<file path="src/rtl/mips_pkg.sv">
// Shared constants and types for the fetch stage.
package mips_pkg;

    localparam logic [31:0] NOP_INSTR        = 32'h0000_0000;
    localparam logic [31:0] RESET_PC_DEFAULT = 32'h0000_0000;

    // S_KILL: a request was outstanding when a redirect hit; its response must be swallowed.
    typedef enum logic [1:0] {
        S_RUN  = 2'd0,
        S_WAIT = 2'd1,
        S_KILL = 2'd2
    } fetch_state_t;

endpackage

</file>
<file path="src/rtl/instr_fetch.sv">
// Fetch stage: owns the PC, keeps one instruction-memory request in flight and
// buffers the returned word for the IF/ID register, inserting NOPs when empty.
module instr_fetch
    import mips_pkg::*;
#(
    parameter logic [31:0] RESET_PC = RESET_PC_DEFAULT
) (
    input  logic        clk,
    input  logic        rst,
    input  logic        stall,
    input  logic        redirect_valid,
    input  logic [31:0] redirect_pc,
    output logic        imem_req,
    output logic [31:0] imem_addr,
    input  logic        imem_gnt,
    input  logic        imem_rvalid,
    input  logic [31:0] imem_rdata,
    output logic [31:0] pc4_IF,
    output logic [31:0] Instr_IF,
    output logic        valid_IF,
    output logic [1:0]  state_dbg
);

    fetch_state_t state;
    logic [31:0]  pc;
    logic [31:0]  pc_next;
    logic [31:0]  req_pc4;
    logic         f_valid;
    logic [31:0]  f_instr;
    logic [31:0]  f_pc4;
    logic         accept;
    logic         consume;

    // Handshakes: a memory transfer happens only in a cycle with imem_req && imem_gnt, and
    // imem_req may be withdrawn without a grant; one cycle later at the earliest, imem_rvalid
    // returns the word. Toward IF/ID, the presented instruction is taken in any cycle with
    // valid_IF && !stall; while stall is high it is held unchanged.
    assign imem_req  = rst && (state == S_RUN) && (!f_valid || !stall) && !redirect_valid;
    assign imem_addr = pc;
    assign accept    = imem_req && imem_gnt;
    assign consume   = f_valid && !stall;
    assign pc_next   = pc + 32'd4;

    assign pc4_IF    = f_pc4;
    assign Instr_IF  = f_valid ? f_instr : NOP_INSTR;
    assign valid_IF  = f_valid;
    assign state_dbg = state;

    always_ff @(posedge clk or negedge rst) begin
        if (!rst) begin
            pc      <= RESET_PC;
            req_pc4 <= 32'h0;
            state   <= S_RUN;
            f_valid <= 1'b0;
            f_instr <= NOP_INSTR;
            f_pc4   <= 32'h0;
        end else if (redirect_valid) begin
            // Redirect wins over stall and any response arriving this cycle.
            pc      <= redirect_pc;
            f_valid <= 1'b0;
            if (state == S_WAIT) begin
                state <= imem_rvalid ? S_RUN : S_KILL;
            end
        end else begin
            if (consume) begin
                f_valid <= 1'b0;
            end
            case (state)
                S_RUN: begin
                    if (accept) begin
                        pc      <= pc_next;
                        req_pc4 <= pc_next;
                        state   <= S_WAIT;
                    end
                end
                S_WAIT: begin
                    if (imem_rvalid) begin
                        f_instr <= imem_rdata;
                        f_pc4   <= req_pc4;
                        f_valid <= 1'b1;
                        state   <= S_RUN;
                    end
                end
                S_KILL: begin
                    if (imem_rvalid) begin
                        state <= S_RUN;
                    end
                end
                default: state <= S_RUN;
            endcase
        end
    end

endmodule

</file>
<file path="config.mk">
export PLATFORM = sky130hd
export DESIGN_NAME = instr_fetch
export DESIGN_NICKNAME = d
export VERILOG_FILES = /design/src/rtl/mips_pkg.sv /design/src/rtl/instr_fetch.sv
export SDC_FILE = /design/constraint.sdc
export NUM_CORES = 1
export LEC_CHECK = 0
export CELL_PAD_IN_SITES_DETAIL_PLACEMENT = 0
export CELL_PAD_IN_SITES_GLOBAL_PLACEMENT = 1
export CORE_ASPECT_RATIO = 0.8
export CORE_MARGIN = 3
export CORE_UTILIZATION = 26
export DETAILED_ROUTE_END_ITERATION = 10
export GPL_TIMING_DRIVEN = 0
export PLACE_DENSITY = 0.66
export SYNTH_ARGS = -nofsm -noshare
export SYNTH_HDL_FRONTEND = slang
export SYNTH_SLANG_ARGS = --single-unit
export TNS_END_PERCENT = 50
</file>
<file path="constraint.sdc">
create_clock -name clk -period 4.4 [get_ports clk]
set_input_delay 0.66 -clock clk [delete_from_list [all_inputs] [get_ports clk]]
set_output_delay 0.66 -clock clk [all_outputs]
set_load 0.02 [all_outputs]
</file>
=== Yosys cells after proc, flatten, opt, wreduce, memory -nomap -nowiden ===
Cells that the tools add are included.

* $add $sub $neg: 1
* Equality and inequality tests: 5
* Muxes and demuxes: 14
* Bitwise logic cells: 1
* Reductions and logical operators: 17

{| class="wikitable"
|+ Operators by type and width
! operator !! number
|-
| 32-bit two-way mux || 4
|-
| 32-bit by 3-bit adder with 32-bit output (second input constant) || 1
|-
| 2-bit two-way mux || 5
|-
| 3-bit AND reduction || 3
|-
| 1-bit logical AND || 5
|-
| 1-bit two-way mux || 4
|-
| 2-bit one-hot mux with 2 select lines || 1
|-
| 2-bit nonzero test || 2
|-
| 1-bit zero test || 3
|-
| 3-bit by 1-bit inequality test with 1-bit output (second input constant) || 1
|-
| 3-bit inequality test (second input constant) || 1
|-
| 2-bit by 1-bit equality test with 1-bit output (second input constant) || 1
|-
| 2-bit equality test (second input constant) || 1
|-
| 2-bit zero test || 1
|-
| 2-bit by 1-bit inequality test with 1-bit output (second input constant) || 1
|-
| 2-bit AND reduction || 1
|-
| 2-bit OR reduction || 1
|-
| 1-bit logical OR || 1
|-
| 1-bit NOT || 1
|}

* Flip-flop bits (word level): 131
* Input port bits: 70
* Word-level logic and storage cells: 44

=== Logic depth before layout (Yosys ltp) ===
Gate-level depths: netlist of the first run.

* Depth in word-level cells: 8
* Depth in mapped cells: 9
* Gate-level depth less buffers: 7

=== Least setup slack after synthesis of the first run ===
No wires, ideal clock.

* Path type: register to register
* Start point: reg state[0], in the netlist state_dbg[0]
* End point: reg pc[5], in the netlist imem_addr[5]
* Data arrival time: 1.859 ns
* Slack: 2.390 ns
* Stages on the path, launching flop included: 10
* Period minus slack after synthesis: 2.010 ns
* Path through: dfrtp_1 -> inv_1 -> ha_1 -> nor2b_1 -> and4_1 -> clkbuf_1 -> nor2_1 -> clkbuf_1 -> o21ai_0 -> o311ai_0

* Cells in the longest elaborated chain, start to end: 7
* Elaborated cells on any way between the ends: 8
* Those cells by class: reduce/logical: 8

{| class="wikitable"
|+ Ends and longest elaborated chain
! element !! line !! RTL
|-
| from (decl) || instr_fetch.sv:24 || <nowiki>fetch_state_t state;</nowiki>
|-
| from (signal assigned) || instr_fetch.sv:62 || <nowiki>state <= imem_rvalid ? S_RUN : S_KILL;</nowiki>
|-
| 2-bit zero test * || instr_fetch.sv:38, instr_fetch.sv:68 ||
|-
| 1-bit logical AND (3 in a row) || instr_fetch.sv:38 || <nowiki>assign imem_req = rst && (state == S_RUN) && (!f_valid || !stall) && !redirect_valid;</nowiki>
|-
| 1-bit logical AND || instr_fetch.sv:40 || <nowiki>assign accept = imem_req && imem_gnt;</nowiki>
|-
| 2-bit nonzero test (no line) || -- ||
|-
| 2-bit AND reduction (no line) * || -- ||
|-
| to (signal assigned) || instr_fetch.sv:59 || <nowiki>pc <= redirect_pc;</nowiki>
|-
| to (signal assigned) || instr_fetch.sv:71 || <nowiki>pc <= pc_next;</nowiki>
|-
| to (decl) || instr_fetch.sv:25 || <nowiki>logic [31:0] pc;</nowiki>
|}

Every way passes the cells marked *; elsewhere a longest branch is shown, timed or not.
A chain may end at the register's enable or synchronous reset.

=== Worst setup path in the final report of the first run ===
* Start point: in redirect_valid
* End point: reg f_instr[30]

* Cells in the longest elaborated chain, start to end: 2

{| class="wikitable"
|+ Ends and longest elaborated chain
! element !! line !! RTL
|-
| from (decl) || instr_fetch.sv:11 || <nowiki>input logic redirect_valid,</nowiki>
|-
| 1-bit NOT (no line) || -- ||
|-
| 3-bit AND reduction (no line) || -- ||
|-
| to (signal assigned) || instr_fetch.sv:78 || <nowiki>f_instr <= imem_rdata;</nowiki>
|-
| to (decl) || instr_fetch.sv:29 || <nowiki>logic [31:0] f_instr;</nowiki>
|}

No other way between the ends.

==> results of run 1 <==
-- layout make-up --
cell class | instances | area, sq um
clock buffers | 20 | 447
fillers | 2155 | 13300
multi-input cells | 346 | 2440
inverters | 7 | 26.3
well taps | 300 | 375
clock inverters | 12 | 181
plain buffers | 31 | 133
flip-flops and latches | 131 | 3280
repair buffers | 170 | 1720
-- layer usage --
metal | GRT usage | wire length [um] | up-vias
li1 | - | - | 2213
met1 | 0.202 | 8450 | 2397
met5 | 0 | 0 | -
met2 | 0.233 | 8330 | 133
met3 | 0.0485 | 1090 | 24
met4 | 0.0537 | 318 | 0
-- worst max path at each step --
stage	slack, ns	startpoint	cells past startpoint	to
6_report	1.54	redirect_valid	6	f_instr[30]
5_1_grt	1.38	redirect_valid	6	pc4_IF[14]
4_1_cts	1.49	redirect_valid	6	f_instr[30]
3_5_place_dp	1.04	redirect_valid	6	f_instr[30]
3_3_place_gp	-4.17	rst	6	imem_addr[16]
2_1_floorplan	2.39	state_dbg[0]	9	imem_addr[5]
-- cells by family (layout without fill, tap and decap cells) --
| kind of cell | after synthesis | count (layout) | share of synthesized area |
|---|---|---|---|
| and+or+nand+nor | 157 | 157 | 0.142 |
| DFF | 131 | 131 | 0.558 |
| AOI/OAI and AO/OA | 92 | 92 | 0.0988 |
| muxes | 66 | 66 | 0.126 |
| buffers and inverters | 38 | 240 | 0.0270 |
| xor gates and xnor gates | 28 | 28 | 0.0417 |
| adders and majority gates | 3 | 3 | 0.00639 |
-- per-stage QoR --
stage,util,cell area [sq um],hold slack [ns],std cells,worst slack (ns)
6_report,0.393,8600,0.189,1017,1.54
5_1_grt,0.393,8600,0.213,1017,1.38
4_1_cts,0.393,8600,0.198,1017,1.49
3_5_place_dp,0.365,7970,0.467,985,1.04
3_3_place_gp,0.363,7940,0.462,984,-4.17
2_1_floorplan,-,5880,0.364,515,2.39
-- Yosys cell counts (3+ instances only) --
master	count	area share
sky130_fd_sc_hd__xnor2_1	16	0.024
sky130_fd_sc_hd__ha_1	3	0.0064
sky130_fd_sc_hd__nor4_1	7	0.0075
sky130_fd_sc_hd__buf_2	7	0.0060
sky130_fd_sc_hd__nand4_1	10	0.011
sky130_fd_sc_hd__dfrtp_1	131	0.56
sky130_fd_sc_hd__a21o_1	4	0.0051
sky130_fd_sc_hd__mux2_1	60	0.11
sky130_fd_sc_hd__nand2_1	57	0.036
sky130_fd_sc_hd__and2_1	33	0.035
sky130_fd_sc_hd__nor3_1	4	0.0034
sky130_fd_sc_hd__nand3_1	10	0.0085
sky130_fd_sc_hd__mux2_2	6	0.011
sky130_fd_sc_hd__nor4_2	5	0.011
sky130_fd_sc_hd__o22ai_1	3	0.0032
sky130_fd_sc_hd__a221o_1	11	0.019
sky130_fd_sc_hd__a22oi_1	13	0.017
sky130_fd_sc_hd__inv_1	6	0.0038
sky130_fd_sc_hd__o21ai_0	19	0.016
sky130_fd_sc_hd__xor2_1	12	0.018
sky130_fd_sc_hd__and3_1	5	0.0053
sky130_fd_sc_hd__o21ai_1	33	0.028
sky130_fd_sc_hd__clkbuf_1	22	0.014
sky130_fd_sc_hd__a21oi_1	4	0.0034
sky130_fd_sc_hd__nor2_1	17	0.011
-- power by group through the flow --
stage | Sequential, mW | Clock [mW] | Combinational, mW
3_5_place_dp | 1.99 | 0 | 1.49
5_1_grt | 2.02 | 1.61 | 1.60
3_3_place_gp | 1.96 | 0 | 1.46
6_report | 1.96 | 1.51 | 1.47
4_1_cts | 1.97 | 1.55 | 1.49
2_1_floorplan | 2.12 | 0 | 0.576
-- critical path, delay by kind of cell --
kind          cells  cell delay (ns)
simple gates      1             0.55
mux               1             0.36
buf+inv           4             1.57
-- state kept, by name, summed over array words and instances (netlist names) --
signal / flops
f_instr: 32
imem_addr: 32
pc4_IF: 32
req_pc4: 32
state_dbg: 2
valid_IF: 1
==> impl_metrics.sql, run 1 <==
INSERT INTO impl_metrics (metric_group, metric, value, unit) VALUES
('outcome', 'status', 'complete, no violations', ''),
('global_route', 'globalRouteTotalUtil', '0.152', ''),
('power', 'sequential_share_of_power', '0.397', ''),
('worst_setup_path', 'critical_path.max_fanout', '10', ''),
('drt', 'drcViolationCount', '0', ''),
('worst_setup_path', 'worst_ep_required_time', '4.69', 'ns'),
('drt', 'detailedRoute.firstPassIterationCount', '4', ''),
('sta', 'drv_slew', '0', ''),
('global_route', 'number_of_global_route_vias_before_repair', '5085', ''),
('worst_setup_path', 'timing.rr.start', 'state_dbg[1]', ''),
('synthesis', 'yosys_register_bits', '131', ''),
('clock_network', 'postCtsResizedCells', '0', ''),
('sta', 'finalHoldViolations', '0', ''),
('sta', 'max_slew.worst_pin.slew', '0.703', 'ns'),
('synthesis', 'synthCells', '515', ''),
('clock_network', 'hold_buffers_post_cts', '0', ''),
('job', 'cap_violations', '0', ''),
('synthesis', 'post_synth_instance_area', '0.00588', 'sq mm'),
('cells_and_area', 'nets', '777', ''),
('sta', 'finalCriticalPeriod', '2.86', 'ns'),
('power', 'cellInternalPower', '3.36', 'mW'),
('worst_setup_path', 'slowest_stage', 'sky130_fd_sc_hd__nand3_1', ''),
('clock_network', 'cts_htree_levels', '4', ''),
('drt', 'first_iteration_detailed_routing_drc_count', '229', ''),
('cells_and_area', 'leading_cell_type_in_the_layout_fill_and_taps_excluded', 'sky130_fd_sc_hd__clkdlybuf4s50_1', ''),
('die', 'floorplan.io_pins', '170', ''),
('sta', 'fmaxAchievable', '349', 'MHz'),
('drt', 'finalWirelength', '18.2', 'mm'),
('clock_network', 'max-clock-path-buffers', '2', ''),
('synthesis', 'ys_async_sr_fraction', '1.00', ''),
('drt', 'ant_nets', '0', ''),
('global_route', 'grt_start_max_net_pins', '81', ''),
('worst_setup_path', 'worst_path_largest_cell_delay', '0.55', 'ns'),
('placement', 'io_buffer_count', '169', ''),
('power', 'total_chip_power', '4.94', 'mW'),
('synthesis', 'synth-edff-count', '0', ''),
('synthesis', 'synth.yosys.seq_area_share', '0.558', ''),
('worst_setup_path', 'r2r-end', 'imem_addr[5]', ''),
('clock_network', 'post_cts_buffers', '0', ''),
('clock_network', 'tritoncts_clock_tree', 'done', ''),
('worst_setup_path', 'timing.reg2reg.setup_slack', '1.82', 'ns'),
('worst_setup_path', 'worst-endpoint-arrival', '3.15', 'ns'),
('worst_setup_path', 'timing.critical_path.from_type', 'input pin', ''),
('power', 'power_density', '574', 'mW/mm^2'),
('placement', 'place_hpwl', '13.6', 'mm'),
('synthesis', 'avgSynthCellArea', '11.4', 'sq um'),
('clock_network', 'clk_latency', '0.42', 'ns'),
('global_route', 'grt.overflow.total', '0', ''),
('cells_and_area', 'layout_common_cells', '168 x sky130_fd_sc_hd__clkdlybuf4s50_1, 131 x sky130_fd_sc_hd__dfrtp_1, 60 x sky130_fd_sc_hd__mux2_1', ''),
('worst_setup_path', 'worstSetupPathType', 'in -> reg', ''),
('cells_and_area', 'antenna-diode-count', '0', ''),
('power', 'ir_drop', '0.258', 'mV'),
('die', 'width_of_the_die', '174', 'um'),
('cells_and_area', 'syn2layout_area_growth', '46.3', '%'),
('synthesis', 'mappedNetlistNets', '588', ''),
('clock_network', 'worst_setup_hold_path_clk_slew', '0.06', 'ns'),
('sta', 'timing.clock.skew', '0.00921', 'ns'),
('placement', 'finalWeightedCongestion', '0.841', ''),
('die', 'initial_core_util', '0.269', ''),
('die', 'placeableCoreArea', '0.0219', 'sq mm'),
('synthesis', 'synth_flop_cell', 'sky130_fd_sc_hd__dfrtp_1', ''),
('worst_setup_path', 'crit_end_category', 'flip-flop', ''),
('worst_hold_path', 'timing.hold.worst.class', 'in -> async', ''),
('sta', 'max_slew_margin', '0.531', ''),
('sta', 'setup_violations', '0', ''),
('drt', 'routedWlPerCell', '17.9', 'um'),
('clock_network', 'cts_made_buffers', '17', ''),
('worst_setup_path', 'worstPathCellList', 'clkdlybuf4s50_1 > clkbuf_1 > inv_2 > nand3_1 > buf_2 > mux2_1', ''),
('power', 'net-switching-power', '1.57', 'mW'),
('sta', 'fin_tns_setup', '0', 'ns'),
('power', 'clkPwrFrac', '0.306', '');
(Power assumes the default switching activity.)
==> run 2: changes to the inputs <==
--- a/config.mk
+++ b/config.mk
@@ -12,7 +12,7 @@
 export CORE_UTILIZATION = 26
 export DETAILED_ROUTE_END_ITERATION = 10
 export GPL_TIMING_DRIVEN = 0
-export PLACE_DENSITY = 0.66
+export PLACE_DENSITY = 0.68
 export SYNTH_ARGS = -nofsm -noshare
 export SYNTH_HDL_FRONTEND = slang
 export SYNTH_SLANG_ARGS = --single-unit
==> constraint.sdc (replaced) <==
create_clock -name clk -period 2.6 [get_ports clk]
set_input_delay 0.39 -clock clk [delete_from_list [all_inputs] [get_ports clk]]
set_output_delay 0.39 -clock clk [all_outputs]
set_load 0.02 [all_outputs]
==> impl_metrics.sql, run 2 (synthesis results as in run 1) <==
INSERT INTO impl_metrics (metric_group, metric, value, unit) VALUES
('clock_network', 'clock-root-buffer', 'sky130_fd_sc_hd__clkbuf_16', ''),
('sta', 'timing.clock.skew', '0.0158', 'ns'),
('drt', 'finalWirelength', '18.2', 'mm'),
('worst_setup_path', 'crit_end_category', 'flip-flop', ''),
('clock_network', 'clk_latency', '0.42', 'ns'),
('cells_and_area', 'antenna-diode-count', '0', ''),
('power', 'ir_drop', '0.525', 'mV'),
('clock_network', 'cts_htree_levels', '4', ''),
('die', 'width_of_the_die', '174', 'um'),
('placement', 'place_hpwl', '13.4', 'mm'),
('clock_network', 'tritoncts_clock_tree', 'done', ''),
('cells_and_area', 'layout_common_cells', '167 x sky130_fd_sc_hd__clkdlybuf4s50_1, 131 x sky130_fd_sc_hd__dfrtp_1, 60 x sky130_fd_sc_hd__mux2_1', ''),
('clock_network', 'worst_setup_hold_path_clk_slew', '0.06', 'ns'),
('global_route', 'grt.overflow.total', '0', ''),
('power', 'power_density', '964', 'mW/mm^2'),
('cells_and_area', 'layoutNonFillerInstCount', '1018', ''),
('drt', 'post_drt_via_cell_ratio', '4.64', ''),
('cells_and_area', 'postLayoutCellArea', '0.00862', 'sq mm'),
('job', 'cap_violations', '0', ''),
('die', 'fp-row-count', '48', ''),
('die', 'area_of_the_die', '0.0245', 'sq mm'),
('cells_and_area', 'leading_cell_type_in_the_layout_fill_and_taps_excluded', 'sky130_fd_sc_hd__clkdlybuf4s50_1', ''),
('drt', 'ant_nets', '0', ''),
('cells_and_area', 'nets', '778', ''),
('clock_network', 'cts.sinks', '131', ''),
('global_route', 'antenna_found_initial', '0', ''),
('sta', 'fin_ws', '0.185', 'ns'),
('die', 'floorplan.io_pins', '170', ''),
('placement', 'placedInstanceArea', '0.00797', 'sq mm'),
('placement', 'io_buffer_count', '169', ''),
('power', 'leakage_power_figure', '3.62', 'nW'),
('outcome', 'status', 'complete, but fails checks', ''),
('sta', 'grt_setup_unrepaired', 'true', ''),
('sta', 'max_slew_margin', '0.482', ''),
('sta', 'max_slew.worst_pin.slew', '0.770', 'ns'),
('sta', 'drv_slew', '0', ''),
('cells_and_area', 'final.fill_count', '2138', ''),
('drt', 'detailedRoute.firstPassIterationCount', '5', ''),
('global_route', 'globalRouteTotalUtil', '0.152', ''),
('clock_network', 'max-clock-path-buffers', '2', ''),
('worst_setup_path', 'worst_ep_required_time', '2.89', 'ns'),
('sta', 'finalHoldWorstSlack', '-0.0234', 'ns'),
('placement', 'finalWeightedCongestion', '0.791', ''),
('cells_and_area', 'layout-drive-gt1-share', '0.0836', ''),
('sta', 'finalCriticalPeriod', '2.42', 'ns'),
('outcome', 'failed_checks', 'negative hold slack', ''),
('worst_setup_path', 'reg2reg_depth', '8', ''),
('drt', 'first_iteration_detailed_routing_drc_count', '305', ''),
('clock_network', 'cts_made_buffers', '17', ''),
('die', 'chipHeight', '140', 'um'),
('sta', 'fin_crit_sh', '0.929', ''),
('die', 'initial_core_util', '0.269', ''),
('cells_and_area', 'syn2layout_area_growth', '46.6', '%'),
('sta', 'finalHoldViolations', '11', ''),
('worst_setup_path', 'timing.critical_path.from_type', 'flip-flop', ''),
('worst_setup_path', 'critical_path.max_fanout', '10', ''),
('die', 'placeableCoreArea', '0.0219', 'sq mm'),
('worst_setup_path', 'timing.reg2reg.setup_slack', '0.18', 'ns'),
('drt', 'via_count', '4725', ''),
('worst_setup_path', 'worst-endpoint-arrival', '2.71', 'ns'),
('global_route', 'number_of_global_route_vias_before_repair', '5117', ''),
('global_route', 'grt_pass1_wl', '29.0', 'mm'),
('worst_setup_path', 'r2r-end', 'imem_addr[16]', ''),
('clock_network', 'post_cts_buffers', '0', ''),
('drt', 'routedWlPerCell', '17.8', 'um'),
('worst_setup_path', 'timing.rr.start', 'state_dbg[0]', ''),
('global_route', 'grt_start_max_net_pins', '102', ''),
('sta', 'fmaxAchievable', '414', 'MHz'),
('sta', 'setup_violations', '0', ''),
('worst_setup_path', 'worstSetupPathType', 'reg -> reg', ''),
('worst_hold_path', 'timing.hold.worst.class', 'in -> async', ''),
('placement', 'place_ws', '-0.418', 'ns'),
('drt', 'drcViolationCount', '0', ''),
('placement', 'placed_cells', '985', '');
-- run 2: changes by cell type in the layout (fill, tap and decap cells not counted), moves of 2 or more --
cell	before	now
sky130_fd_sc_hd__clkbuf_2	0	2
sky130_fd_sc_hd__clkinv_4	3	1
sky130_fd_sc_hd__inv_6	0	2
sky130_fd_sc_hd__clkbuf_1	24	21
-- run 2: critical path: stages (launching register included) --
cell	delay [ns]
sky130_fd_sc_hd__dfrtp_1	0.42
sky130_fd_sc_hd__inv_1	0.10
sky130_fd_sc_hd__ha_1	0.16
sky130_fd_sc_hd__nor2b_1	0.22
sky130_fd_sc_hd__nand4_1	0.28
sky130_fd_sc_hd__clkbuf_1	0.32
sky130_fd_sc_hd__nand2_1	0.29
sky130_fd_sc_hd__o21ai_0	0.16
sky130_fd_sc_hd__a221o_1	0.33
-- run 2: how the worst max path moves through the flow --
stage,start,cells after the start,to
CTS,state_dbg[0],9,imem_addr[5]
global placement,rst,6,imem_addr[16]
detailed placement,redirect_valid,6,pc4_IF[13]
floorplan,state_dbg[0],9,imem_addr[5]
global route,state_dbg[0],8,imem_addr[16]
finish,state_dbg[0],8,imem_addr[16]
-- run 2: through the flow --
step | hold WS [ns] | power, mW | setup TNS [ns] | util
floorplan | 0.0944 | 4.57 | 0 | -
global placement | 0.463 | 5.78 | -902.44 | 0.363
detailed placement | 0.311 | 5.88 | -33.23 | 0.365
CTS | 0.0238 | 8.43 | 0 | 0.394
global route | 0.0190 | 8.80 | -0.0335 | 0.394
finish | -0.0234 | 8.31 | 0 | 0.394
-- run 2: timing repair --
action,in CTS,in global routing
hold buffers,2,0
endpoints found under the hold margin,33,0
setup endpoints to repair,0,84
gates resized for setup,0,6
-- run 2: cell type report --
type,instances,area (sq um),share of cell area
multi-input combinational,346,2440,0.283
clock inverter,11,151,0.0176
clock buffer,21,460,0.0534
timing repair buffer,172,1750,0.203
inverter,7,26.3,0.00305
tap,300,375,0.0436
sequential,131,3280,0.380
buffer,30,131,0.0152
-- run 2: report_power, final --
| part | switching (mW) | internal [mW] | leakage [nW] |
|---|---|---|---|
| clock network | 0.933 | 1.57 | 0.286 |
| logic | 1.25 | 1.25 | 1.68 |
| registers | 0.498 | 2.82 | 1.65 |
| total | 2.68 | 5.63 | 3.62 |
-- run 2: layer usage --
metal / up-vias / wire length [um] / global-route usage
li1: 2203 / - / -
met1: 2325 / 8610 / 0.206
met2: 172 / 8260 / 0.237
met3: 25 / 1000 / 0.0415
met4: 0 / 296 / 0.0461
met5: - / 0 / 0
==> run 3: changes to the inputs <==
--- a/config.mk
+++ b/config.mk
@@ -13,6 +13,8 @@
 export DETAILED_ROUTE_END_ITERATION = 10
 export GPL_TIMING_DRIVEN = 0
 export PLACE_DENSITY = 0.68
+export SKIP_LAST_GASP = 1
+export SLEW_MARGIN = 20
 export SYNTH_ARGS = -nofsm -noshare
 export SYNTH_HDL_FRONTEND = slang
 export SYNTH_SLANG_ARGS = --single-unit
==> impl_metrics.sql, run 3 (synthesis results as in run 1) <==
INSERT INTO impl_metrics (metric_group, metric, value, unit) VALUES
('sta', 'max_slew.worst_pin.slew', '0.740', 'ns'),
('sta', 'finalHoldViolations', '22', ''),
('placement', 'placed_cells', '985', ''),
('cells_and_area', 'antenna-diode-count', '0', ''),
('power', 'power_density', '969', 'mW/mm^2'),
('clock_network', 'cts_htree_levels', '4', ''),
('drt', 'highest-signal-layer', 'met4', ''),
('die', 'chipHeight', '140', 'um'),
('placement', 'place_ws', '-0.447', 'ns'),
('clock_network', 'cts_made_buffers', '17', ''),
('placement', 'place_hpwl', '13.4', 'mm'),
('cells_and_area', 'final.fill_count', '2140', ''),
('drt', 'wl_met1', '8.53', 'mm'),
('power', 'clkPwrFrac', '0.305', ''),
('clock_network', 'clk_latency', '0.42', 'ns'),
('cells_and_area', 'layout.core_utilization', '0.396', ''),
('worst_setup_path', 'worst_ep_required_time', '2.21', 'ns'),
('global_route', 'grt.overflow.total', '0', ''),
('worst_setup_path', 'critical_path.max_fanout', '5', ''),
('worst_setup_path', 'worst-endpoint-arrival', '2.12', 'ns'),
('die', 'floorplan.io_pins', '170', ''),
('worst_setup_path', 'timing.rr.start', 'state_dbg[0]', ''),
('drt', 'met2RoutedLength', '8.33', 'mm'),
('sta', 'max_slew_margin', '0.502', ''),
('worst_setup_path', 'timing.critical_path.from_type', 'flip-flop', ''),
('die', 'initial_core_util', '0.269', ''),
('clock_network', 'max-clock-path-buffers', '2', ''),
('sta', 'timing.clock.skew', '0.0115', 'ns'),
('sta', 'finalCriticalPeriod', '2.51', 'ns'),
('cells_and_area', 'layout-drive-gt1-share', '0.0848', ''),
('sta', 'finalHoldWorstSlack', '-0.0602', 'ns'),
('power', 'total_chip_power', '8.38', 'mW'),
('clock_network', 'post_cts_buffers', '0', ''),
('worst_hold_path', 'timing.hold.worst.class', 'in -> async', ''),
('cells_and_area', 'syn2layout_area_growth', '47.2', '%'),
('worst_setup_path', 'worstSetupPathType', 'reg -> out', ''),
('placement', 'io_buffer_count', '169', ''),
('cells_and_area', 'layout_common_cells', '168 x sky130_fd_sc_hd__clkdlybuf4s50_1, 131 x sky130_fd_sc_hd__dfrtp_1, 60 x sky130_fd_sc_hd__mux2_1', ''),
('power', 'comb_power_share', '0.298', ''),
('global_route', 'number_of_global_route_vias_before_repair', '5072', ''),
('drt', 'detailedRoute.firstPassIterationCount', '4', ''),
('worst_setup_path', 'crit_end_category', 'primary output', ''),
('drt', 'routedWlPerCell', '17.8', 'um'),
('placement', 'finalWeightedCongestion', '0.791', ''),
('clock_network', 'clock-root-buffer', 'sky130_fd_sc_hd__clkbuf_16', ''),
('drt', 'ant_nets', '0', ''),
('power', 'net-switching-power', '2.67', 'mW'),
('worst_setup_path', 'worst_setup_path_start', 'state_dbg[0]', ''),
('power', 'cellInternalPower', '5.71', 'mW'),
('outcome', 'status', 'complete, but fails checks', ''),
('drt', 'met3RoutedLength', '1.01', 'mm'),
('global_route', 'grt_pass1_wl', '28.8', 'mm'),
('clock_network', 'worst_setup_hold_path_clk_slew', '0.06', 'ns'),
('drt', 'first_iteration_detailed_routing_drc_count', '348', ''),
('clock_network', 'cts.sinks', '131', ''),
('drt', 'drcViolationCount', '0', ''),
('cells_and_area', 'postLayoutCellArea', '0.00865', 'sq mm'),
('drt', 'post_drt_via_cell_ratio', '4.61', ''),
('clock_network', 'tritoncts_clock_tree', 'done', ''),
('power', 'ir_drop', '0.578', 'mV'),
('power', 'leakage_power_figure', '3.63', 'nW'),
('cells_and_area', 'leading_cell_type_in_the_layout_fill_and_taps_excluded', 'sky130_fd_sc_hd__clkdlybuf4s50_1', ''),
('sta', 'drv_slew', '0', ''),
('cells_and_area', 'nets', '779', ''),
('power', 'switching_share', '0.319', ''),
('global_route', 'globalRouteTotalUtil', '0.151', ''),
('sta', 'fin_crit_sh', '0.963', ''),
('power', 'sequential_share_of_power', '0.397', ''),
('placement', 'placedInstanceArea', '0.00798', 'sq mm'),
('outcome', 'failed_checks', 'negative hold slack', ''),
('job', 'cap_violations', '0', ''),
('sta', 'fmaxAchievable', '399', 'MHz'),
('global_route', 'grt_start_max_net_pins', '99', ''),
('sta', 'fin_tns_setup', '0', 'ns'),
('die', 'fp-row-count', '48', ''),
('drt', 'finalWirelength', '18.2', 'mm'),
('die', 'placeableCoreArea', '0.0219', 'sq mm'),
('sta', 'grt_setup_unrepaired', 'true', ''),
('sta', 'fin_ws', '0.0949', 'ns'),
('cells_and_area', 'layoutNonFillerInstCount', '1019', ''),
('global_route', 'antenna_found_initial', '0', ''),
('die', 'area_of_the_die', '0.0245', 'sq mm'),
('sta', 'setup_violations', '0', ''),
('die', 'width_of_the_die', '174', 'um'),
('drt', 'via_count', '4697', '');
[run 3: final cells by class]
type / count / area, sq um / share of cell area
sequential: 131 / 3280 / 0.379
buffer: 30 / 130 / 0.0150
clock buffer: 20 / 447 / 0.0516
clock inverter: 12 / 178 / 0.0205
tap: 300 / 375 / 0.0434
inverter: 7 / 26.3 / 0.00304
multi-input combinational: 346 / 2450 / 0.283
timing repair buffer: 173 / 1760 / 0.204
[run 3: timing repair]
| action | CTS | global route |
|---|---|---|
| gates resized for setup | 0 | 6 |
| pin swaps | 0 | 0 |
| hold endpoints to repair | 36 | 8 |
| hold buffers | 2 | 1 |
| cloned | 0 | 0 |
| setup endpoints to repair | 2 | 74 |
[run 3: path summary, 6_finish.rpt]
check                                     end  slack, ns  cells after the start
worst max-delay path                 imem_req       0.09                      5
worst min-delay path            imem_addr[13]      -0.06                      2
worst max register to register  imem_addr[16]       0.22                      8
worst min register to register    req_pc4[28]       0.48                      2
max in group asynchronous          pc4_IF[13]       1.51                      3
min in group clk                  req_pc4[28]       0.48                      2
[run 3: critical path: stages (launching register included)]
cell and delay, ns:
sky130_fd_sc_hd__dfrtp_1 0.43, sky130_fd_sc_hd__inv_1 0.11, sky130_fd_sc_hd__ha_1 0.17, sky130_fd_sc_hd__nor2b_2 0.20
sky130_fd_sc_hd__and3_1 0.17, sky130_fd_sc_hd__clkdlybuf4s50_1 0.62
[run 3: power by group through the flow]
stage	clock (mW)	sequential, mW	combinational, mW
after floorplan	0	3.59	0.975
after global routing	2.71	3.44	2.72
final	2.55	3.32	2.50
after global placement	0	3.32	2.45
after CTS	2.63	3.33	2.54
after detailed placement	0	3.36	2.52
[run 3: routing by layer]
metal / track usage / vias to the layer above
li1: - / 2217
met2: 0.236 / 152
met1: 0.207 / 2308
met4: 0.0516 / 0
met3: 0.0366 / 20
met5: 0 / -
